`src/rtl/serv_ibus_prefetch.sv`:
```
// ----------------------------------------------------------------------------
// serv_ibus_prefetch
//
// One-entry instruction prefetch buffer between the SERV core fetch port and
// a classic Wishbone instruction master. After every word delivered to the
// core it fetches the next sequential word and parks it in the buffer, so a
// straight-line fetch stream sees a one-cycle hit latency.
//
// Ports
//   clk          core clock, all state on the rising edge
//   i_rst_n      asynchronous active-low reset
//   i_core_adr   fetch address from the core (bits [1:0] ignored)
//   i_core_cyc   fetch request, held by the core until o_core_ack
//   o_core_rdt   instruction word, valid while o_core_ack is high
//   o_core_ack   single-cycle acknowledge to the core
//   i_flush      invalidate the buffer and any outstanding prefetch
//   o_wb_adr     Wishbone address (word aligned)
//   o_wb_cyc     Wishbone cycle/strobe
//   i_wb_rdt     Wishbone read data
//   i_wb_ack     Wishbone acknowledge
// ----------------------------------------------------------------------------
module serv_ibus_prefetch #(
    parameter int WITH_PREFETCH = 1
) (
    input  logic        clk,
    input  logic        i_rst_n,
    input  logic [31:0] i_core_adr,
    input  logic        i_core_cyc,
    output logic [31:0] o_core_rdt,
    output logic        o_core_ack,
    input  logic        i_flush,
    output logic [31:0] o_wb_adr,
    output logic        o_wb_cyc,
    input  logic [31:0] i_wb_rdt,
    input  logic        i_wb_ack
);

    localparam bit Pf = (WITH_PREFETCH != 0);

    typedef enum logic [1:0] {
        StIdle     = 2'd0,
        StDemand   = 2'd1,
        StPrefetch = 2'd2,
        StDrain    = 2'd3
    } state_e;

    state_e      state_q, state_d;
    logic        valid_q, valid_d;
    logic [29:0] tag_q, tag_d;
    logic [31:0] buf_q, buf_d;
    logic [29:0] wb_adr_q, wb_adr_d;
    logic        wb_cyc_q, wb_cyc_d;
    logic        ack_q, ack_d;
    logic [31:0] rdt_q, rdt_d;

    logic [29:0] core_word;
    logic        core_req;
    logic        hit;
    logic        pf_match;
    logic        pf_abort;
    logic        unused_adr;

    assign core_word  = i_core_adr[31:2];
    assign unused_adr = ^i_core_adr[1:0];
    // The core still holds i_core_cyc for the request being acked in the ack
    // cycle; that is not a new request.
    assign core_req   = i_core_cyc & ~ack_q;
    assign hit        = valid_q & ~i_flush & (tag_q == core_word);
    assign pf_match   = (core_word == wb_adr_q);
    // A flush or a jump makes the in-flight prefetch useless.
    assign pf_abort   = i_flush | (core_req & ~pf_match);

    always_comb begin
        state_d  = state_q;
        valid_d  = valid_q;
        tag_d    = tag_q;
        buf_d    = buf_q;
        wb_adr_d = wb_adr_q;
        wb_cyc_d = wb_cyc_q;
        ack_d    = 1'b0;
        rdt_d    = rdt_q;

        if (i_flush) begin
            valid_d = 1'b0;
        end

        case (state_q)
            StIdle: begin
                if (core_req) begin
                    valid_d = 1'b0;
                    if (hit) begin
                        ack_d = 1'b1;
                        rdt_d = buf_q;
                        if (Pf) begin
                            state_d  = StPrefetch;
                            wb_adr_d = tag_q + 30'd1;
                        end
                    end else begin
                        state_d  = StDemand;
                        wb_adr_d = core_word;
                        wb_cyc_d = 1'b1;
                    end
                end
            end

            StDemand: begin
                if (wb_cyc_q && i_wb_ack) begin
                    wb_cyc_d = 1'b0;
                    ack_d    = 1'b1;
                    rdt_d    = i_wb_rdt;
                    if (Pf) begin
                        state_d  = StPrefetch;
                        wb_adr_d = wb_adr_q + 30'd1;
                    end else begin
                        state_d = StIdle;
                    end
                end
            end

            StPrefetch: begin
                if (!wb_cyc_q) begin
                    // Prefetch address is set up but not yet on the bus.
                    if (pf_abort) begin
                        state_d = StIdle;
                    end else begin
                        wb_cyc_d = 1'b1;
                    end
                end else if (pf_abort) begin
                    if (i_wb_ack) begin
                        wb_cyc_d = 1'b0;
                        state_d  = StIdle;
                    end else begin
                        state_d = StDrain;
                    end
                end else if (i_wb_ack) begin
                    wb_cyc_d = 1'b0;
                    if (core_req) begin
                        // Core is already waiting for this word: forward it
                        // and chain the next prefetch.
                        ack_d    = 1'b1;
                        rdt_d    = i_wb_rdt;
                        wb_adr_d = wb_adr_q + 30'd1;
                    end else begin
                        buf_d   = i_wb_rdt;
                        tag_d   = wb_adr_q;
                        valid_d = 1'b1;
                        state_d = StIdle;
                    end
                end
            end

            StDrain: begin
                if (i_wb_ack) begin
                    wb_cyc_d = 1'b0;
                    state_d  = StIdle;
                end
            end

            default: begin
                state_d = StIdle;
            end
        endcase
    end

    always_ff @(posedge clk or negedge i_rst_n) begin
        if (!i_rst_n) begin
            state_q  <= StIdle;
            valid_q  <= 1'b0;
            tag_q    <= '0;
            buf_q    <= '0;
            wb_adr_q <= '0;
            wb_cyc_q <= 1'b0;
            ack_q    <= 1'b0;
            rdt_q    <= '0;
        end else begin
            state_q  <= state_d;
            valid_q  <= valid_d;
            tag_q    <= tag_d;
            buf_q    <= buf_d;
            wb_adr_q <= wb_adr_d;
            wb_cyc_q <= wb_cyc_d;
            ack_q    <= ack_d;
            rdt_q    <= rdt_d;
        end
    end

    assign o_wb_adr   = {wb_adr_q, 2'b00};
    assign o_wb_cyc   = wb_cyc_q;
    assign o_core_rdt = rdt_q;
    // Never acknowledge a request the core is no longer making.
    assign o_core_ack = ack_q & i_core_cyc;

endmodule

```
`config.mk`:
```
export PLATFORM = sky130hd
export DESIGN_NAME = serv_ibus_prefetch
export DESIGN_NICKNAME = d
export VERILOG_FILES = /design/src/rtl/serv_ibus_prefetch.sv
export SDC_FILE = /design/constraint.sdc
export NUM_CORES = 1
export LEC_CHECK = 0
export ABC_AREA = 1
export BUFFER_PORTS_ARGS = -buffer_cell sky130_fd_sc_hd__buf_4
export CORE_ASPECT_RATIO = 1.2
export CORE_MARGIN = 2
export CORE_UTILIZATION = 58
export DETAILED_ROUTE_END_ITERATION = 16
export PLACE_DENSITY = 0.92
export SLEW_MARGIN = 5
export SYNTH_ARGS = -nofsm -noshare
export SYNTH_HDL_FRONTEND = slang
export SYNTH_SLANG_ARGS = --single-unit
```
`constraint.sdc`:
```
create_clock -name clk -period 2.4 [get_ports clk]
set_input_delay 0.6 -clock clk [delete_from_list [all_inputs] [get_ports clk]]
set_output_delay 0.6 -clock clk [all_outputs]
set_load 0.005 [all_outputs]
```
==> impl_metrics.json, run 1 <==
{
  "synth_top_flop_cell": "sky130_fd_sc_hd__dfrtp_1",
  "static-leakage-power_nw": 5.68,
  "antenna_violating_nets_post_route": 0,
  "hold_path_class": "in2async",
  "critical_path_buf_inv_count": 3,
  "finish.cell_count_without_fillers": 1738,
  "ys_seq_area_frac": 0.360,
  "yosys.cell_types.count": 43,
  "maxClockFrequency_ghz": 0.451,
  "setup.worst_path.class": "reg2reg",
  "floorplan.die.height_um": 140,
  "fin_crit_ns": 2.22,
  "critPathRequiredTime_ns": 2.72,
  "setup_viol_count_final": 0,
  "postSynthCellCount": 1379,
  "p_clk_frac": 0.202,
  "post_cts.resized_instances": 0,
  "netSwitchingPower_mw": 6.30,
  "maxCapViolCount": 0,
  "yosysTopAreaCellShare": 0.360,
  "mostFrequentLayoutCells": "sky130_fd_sc_hd__nand2_1, sky130_fd_sc_hd__buf_4, sky130_fd_sc_hd__inv_1",
  "run_status": "complete, no violations",
  "path_common_cell": "sky130_fd_sc_hd__nand2_1",
  "rsz0062_at_grt": "false",
  "maximum_vdd_drop_uv": 932,
  "grt_pass1_wl_mm": 47.7,
  "synth.largest_area_cell": "sky130_fd_sc_hd__dfrtp_1",
  "num-fill-cells": 1171,
  "power.internal_mw": 7.54,
  "worst_setup_hold_path_clk_slew_ns": 0.07,
  "slew-limit-headroom": 0.602,
  "grt_start_max_net_pins": 65,
  "crit_path_cells": "inv_2, nand2_1, nand2_1, nor2_1, nand2_1, nor2_1, nand2_1, nor2_4, nor2_2, clkinv_2, nand3_4, buf_4, nand2_1, nand2_1",
  "drt-wirelength-per-cell_um": 17.1,
  "avgViaCountPerCell": 5.58,
  "drc": 0,
  "skew_ns": 0.0144,
  "boundaryPins": 135,
  "place.port_buffers": 130,
  "globalRouteTotalUtil": 0.368,
  "drtPass1Iterations": 8,
  "final_cell_area_mm2": 0.0111,
  "place_area_mm2": 0.0104,
  "total_power_of_the_final_layout_mw": 13.8,
  "detailedPlacementHpwl_mm": 22.0,
  "postCtsSetupRepairBufs": 0,
  "die_width_um": 117,
  "ctsHoldBuffers": 0,
  "share_of_layout_cells_above_drive_strength_1": 0.160,
  "power.switching_fraction": 0.455,
  "vias_in_the_first_global_route": 9461,
  "timing.critical_path.max_delay_family": "simple AND/OR/NAND/NOR gates",
  "placement_rows": 49,
  "worst_path_max_delay_cell": "sky130_fd_sc_hd__dfrtp_1",
  "timing_worst_slew_pin_value_ns": 0.592,
  "fp.dieArea_mm2": 0.0165,
  "cp_data_arrival_time_ns": 2.54,
  "crit_path_max_fanout": 10,
  "drt_first_iter_violations": 816,
  "tns_ns": 0,
  "synthArstFlopShare": 1.00,
  "synth_top_cells_by_area": "sky130_fd_sc_hd__dfrtp_1, sky130_fd_sc_hd__nand2_1, sky130_fd_sc_hd__o21ai_0, sky130_fd_sc_hd__inv_1, sky130_fd_sc_hd__nor2_1",
  "critical_path.endpoint_type": "flip-flop",
  "syn-mean-instance-area_um2": 6.49,
  "inst_count_dp": 1706,
  "place.gp.congestion": 1.03,
  "report.final.slew_viol_count": 0,
  "cts_tree": "yes",
  "dr_total_vias": 9701,
  "cp_slowest_stage_delay_ns": 0.51,
  "clkSinkCount": 129,
  "pwr_density_cell_mw_per_mm2": 1250,
  "seqCellArea_mm2": 0.00323,
  "clk_latency_ns": 0.44,
  "starting_density": 0.596,
  "clock_tree.buffer_depth": 2,
  "report.final.hold_viol_count": 0,
  "pwr-share-comb": 0.506,
  "grt_overflow": 0,
  "fin_nets": 1597,
  "share_seq_of_total_power": 0.292,
  "clock_tree.root_cell": "sky130_fd_sc_hd__clkbuf_16",
  "setup.worst_path.start_class": "flip-flop",
  "placeableCoreArea_mm2": 0.0150,
  "syn_area_mm2": 0.00895,
  "area_delta_synth_final_pct": 23.5,
  "timing.hold.ws_ns": 0.111,
  "cts_max_level": 4,
  "multi_input_comb_area_mm2": 0.00486,
  "numCtsBuffers": 17,
  "post-route-period-util": 0.924,
  "register_bit_count_reported_by_yosys": 129,
  "final_common_cell": "sky130_fd_sc_hd__nand2_1",
  "synth.yosys.warnings": 0,
  "wirelength_mm": 29.7,
  "initial_antenna_violation_count": 0,
  "synth_edf_count": 0,
  "diodes": 0
}
through the flow:
stage	worst slack, ns	util
6_report	0.181	0.736
5_1_grt	0.0101	0.736
4_1_cts	0.177	0.736
3_5_place_dp	0.00875	0.694
3_3_place_gp	0.0341	0.694
2_1_floorplan	0.424	-
cells in the mapped netlist, types with 2 or more instances:
cell / instances
sky130_fd_sc_hd__nor3_2: 2
sky130_fd_sc_hd__nand3b_1: 6
sky130_fd_sc_hd__o21ai_1: 5
sky130_fd_sc_hd__buf_4: 10
sky130_fd_sc_hd__xnor2_1: 32
sky130_fd_sc_hd__and2_1: 3
sky130_fd_sc_hd__inv_2: 13
sky130_fd_sc_hd__dfrtp_1: 129
sky130_fd_sc_hd__o21ai_0: 106
sky130_fd_sc_hd__nand2_1: 569
sky130_fd_sc_hd__nand2_2: 2
sky130_fd_sc_hd__nand4_1: 53
sky130_fd_sc_hd__nor2_2: 4
sky130_fd_sc_hd__nand3_1: 49
sky130_fd_sc_hd__o211ai_1: 3
sky130_fd_sc_hd__a21oi_1: 11
sky130_fd_sc_hd__clkbuf_2: 7
sky130_fd_sc_hd__buf_1: 6
sky130_fd_sc_hd__buf_2: 16
sky130_fd_sc_hd__nor2_1: 109
sky130_fd_sc_hd__nor2b_1: 3
sky130_fd_sc_hd__inv_1: 136
sky130_fd_sc_hd__clkbuf_1: 20
sky130_fd_sc_hd__buf_6: 3
sky130_fd_sc_hd__nor3_1: 20
sky130_fd_sc_hd__ha_1: 7
sky130_fd_sc_hd__xor2_1: 39
path summary, 6_finish.rpt:
check,depth (start not counted),slack (ns),start,endpoint
max,14,0.18,tag_q[22],o_core_rdt[1]
max reg2reg,14,0.18,tag_q[22],o_core_rdt[1]
max in group asynchronous,2,1.64,i_rst_n,tag_q[15]
min,1,0.11,i_rst_n,wb_adr_q[3]
min reg2reg,2,0.48,o_core_rdt[9],o_core_rdt[9]
min in group clk,3,0.44,i_wb_rdt[11],buf_q[11]
logic make-up (layout without fill, tap and decap cells):
group                      count (synthesis)  in the layout  synth area share
AOI/OAI and AO/OA                        130            130            0.0752
xor gates and xnor gates                  71             71            0.0694
adders and majority gates                  7              7           0.00978
buffers and inverters                    212            366            0.0989
DFF                                      129            129             0.360
other                                      1              2          0.000419
and+or+nand+nor                          829            829             0.386
metal layers:
| metal | GRT usage | share of wire | wire [um] | vias to the layer above |
|---|---|---|---|---|
| li1 | - | - | - | 4573 |
| met1 | 0.428 | 0.37 | 11100 | 4475 |
| met2 | 0.643 | 0.49 | 14600 | 515 |
| met3 | 0.0651 | 0.074 | 2200 | 138 |
| met4 | 0.212 | 0.063 | 1860 | 0 |
| met5 | 0 | 0 | 0 | - |
worst register-to-register path: cells and delay by family (launching register included):
kind | cells | cell delay (ns)
flops | 1 | 0.51
simple gates | 11 | 1.20
buf+inv | 3 | 0.37
sequential cells by signal, indices dropped and copies added (netlist names):
register,count
o_wb_cyc,1
wb_adr_q,30
ack_q,1
state_q,2
o_core_rdt,32
tag_q,30
buf_q,32
valid_q,1
power by group through the flow:
stage	clock network, mW	registers [mW]	logic, mW
floorplan	0	3.79	4.47
finish	2.80	4.04	7.00
detailed placement	0	4.01	6.89
global placement	0	3.99	6.64
global route	2.90	4.15	7.78
CTS	2.81	4.01	6.98
final cells by class:
cell class / instances / area share
flip-flops and latches: 129 / 0.292
clock inverters: 15 / 0.0177
multi-input cells: 1039 / 0.439
repair buffers: 184 / 0.139
inverters: 150 / 0.0510
well taps: 204 / 0.0231
clock buffers: 17 / 0.0385
No activity file was read; power rests on OpenSTA's default activity.
==> run 2: changes to the inputs <==
--- a/config.mk
+++ b/config.mk
@@ -11,6 +11,7 @@
 export CORE_MARGIN = 2
 export CORE_UTILIZATION = 58
 export DETAILED_ROUTE_END_ITERATION = 16
+export MAX_ROUTING_LAYER = met4
 export PLACE_DENSITY = 0.92
 export SLEW_MARGIN = 5
 export SYNTH_ARGS = -nofsm -noshare
==> impl_metrics.json, run 2 (synthesized netlist as in run 1, its figures left out) <==
{
  "slew-limit-headroom": 0.658,
  "cp_slowest_stage_delay_ns": 0.45,
  "inst_count_dp": 1713,
  "grt_overflow": 0,
  "clock_tree.root_cell": "sky130_fd_sc_hd__clkbuf_16",
  "placement_rows": 49,
  "setup.worst_path.class": "reg2reg",
  "starting_density": 0.596,
  "worstRegToRegCells": 12,
  "worst_path_max_delay_cell": "sky130_fd_sc_hd__dfrtp_1",
  "cp_data_arrival_time_ns": 2.64,
  "grt_start_max_net_pins": 91,
  "fp.dieArea_mm2": 0.0165,
  "wl_met2_mm": 14.9,
  "globalRouteTotalUtil": 0.390,
  "pre_cts_ws_ns": -0.0197,
  "antenna_violating_nets_post_route": 0,
  "worst_setup_hold_path_clk_slew_ns": 0.07,
  "hold_path_class": "in2async",
  "maxCapViolCount": 0,
  "fin_nets": 1607,
  "ctsHoldBuffers": 0,
  "fin_crit_ns": 2.28,
  "dr_wl_met3_mm": 2.40,
  "post-route-period-util": 0.949,
  "mostFrequentLayoutCells": "sky130_fd_sc_hd__nand2_1, sky130_fd_sc_hd__buf_4, sky130_fd_sc_hd__inv_1",
  "critPathRequiredTime_ns": 2.76,
  "die_width_um": 117,
  "top_routing_layer_in_use": "met4",
  "boundaryPins": 135,
  "clkSinkCount": 129,
  "run_status": "complete, no violations",
  "place.port_buffers": 130,
  "drt_first_iter_violations": 973,
  "placeableCoreArea_mm2": 0.0150,
  "worst_slack_ns": 0.122,
  "pwr_density_cell_mw_per_mm2": 1250,
  "drt-wirelength-per-cell_um": 17.5,
  "critical_path.endpoint_type": "flip-flop",
  "dr_total_vias": 9685,
  "wirelength_mm": 30.6,
  "grt_pass1_wl_mm": 48.6,
  "diodes": 0,
  "regToRegStartpoint": "tag_q[4]",
  "met1_routed_length_mm": 11.8,
  "numCtsBuffers": 17,
  "cts_max_level": 4,
  "place.gp.congestion": 1.06,
  "critical_path.reg2reg.endpoint": "wb_adr_q[29]",
  "share_of_layout_cells_above_drive_strength_1": 0.167,
  "drtPass1Iterations": 7,
  "crit_path_max_fanout": 6,
  "area_delta_synth_final_pct": 23.9,
  "setup_viol_count_final": 0,
  "cts_tree": "yes",
  "maxClockFrequency_ghz": 0.439,
  "rrSetupSlack_ns": 0.12,
  "report.final.slew_viol_count": 0,
  "clock_tree.buffer_depth": 2,
  "final_common_cell": "sky130_fd_sc_hd__nand2_1",
  "avgViaCountPerCell": 5.54,
  "skew_ns": 0.0111,
  "maximum_vdd_drop_uv": 1040,
  "crit_path_cells": "nand2_1, nand4_1, nor2_1, nand2_1, nor2_1, nand2_2, buf_4, nand2_1, nand2_1, o21ai_0, nand2_1, nand2_1",
  "drc": 0,
  "static-leakage-power_nw": 5.70,
  "path_common_cell": "sky130_fd_sc_hd__nand2_1",
  "vias_in_the_first_global_route": 9434,
  "rsz0062_at_grt": "false",
  "detailedPlacementHpwl_mm": 22.3,
  "initial_antenna_violation_count": 0,
  "clk_latency_ns": 0.44,
  "timing_worst_slew_pin_value_ns": 0.510,
  "floorplan.die.height_um": 140,
  "finish.cell_count_without_fillers": 1748,
  "setup.worst_path.start_class": "flip-flop",
  "report.final.hold_viol_count": 0
}
[run 2: routing by layer]
metal	global-route usage	up-vias
li1	-	4603
met1	0.470	4486
met2	0.637	497
met3	0.0603	99
met4	0.200	0
met5	-	-
[run 2: per-stage QoR]
stage	hold WS (ns)	utilization	TNS, ns	cell area (um^2)	total power, mW
6_report	0.105	0.739	0	11100	13.9
3_3_place_gp	0.458	0.696	-0.103	10500	10.6
4_1_cts	0.126	0.736	0	11100	13.7
2_1_floorplan	0.304	-	0	8960	8.26
3_5_place_dp	0.463	0.696	-0.0715	10500	10.9
5_1_grt	0.142	0.739	0	11100	14.8
[run 2: power by group]
part           switching (mW)  total (mW)  leakage, nW  internal, mW
sequential              0.965        4.05         1.66          3.08
combinational            4.33        7.13         3.76          2.80
clock                    1.14        2.73        0.285          1.59
total                    6.43        13.9         5.70          7.47
[run 2: what timing repair did]
item                                    in CTS  in global routing
resized for setup                            0                  4
setup buffers                                0                  3
endpoints found under the setup margin       0                 60
endpoints found under the hold margin        0                  0
[run 2: worst max-delay path by stage]
stage,start,to,slack [ns],depth (start not counted)
after global placement,i_core_adr[6],wb_adr_q[0],-0.03,14
after CTS,tag_q[4],wb_adr_q[29],0.12,12
after detailed placement,i_core_adr[16],o_core_rdt[1],-0.02,13
final,tag_q[4],wb_adr_q[29],0.12,12
after global routing,wb_adr_q[8],o_core_rdt[28],0.002,13
after floorplan,state_q[0],o_core_rdt[10],0.42,11
[run 2: worst max-delay path, delay by kind of cell, from the launching register on]
family | cells | cell delay (ns)
and+or+nand+nor | 10 | 1.35
DFF | 1 | 0.45
AOI/OAI and AO/OA | 1 | 0.23
buffers and inverters | 1 | 0.18
[run 2: area by class of cell]
type	count	area, um^2
tap	204	255
sequential	129	3230
multi-input combinational	1039	4860
inverter	150	564
clock buffer	18	439
clock inverter	14	165
fill	1186	3930
timing repair buffer	194	1580
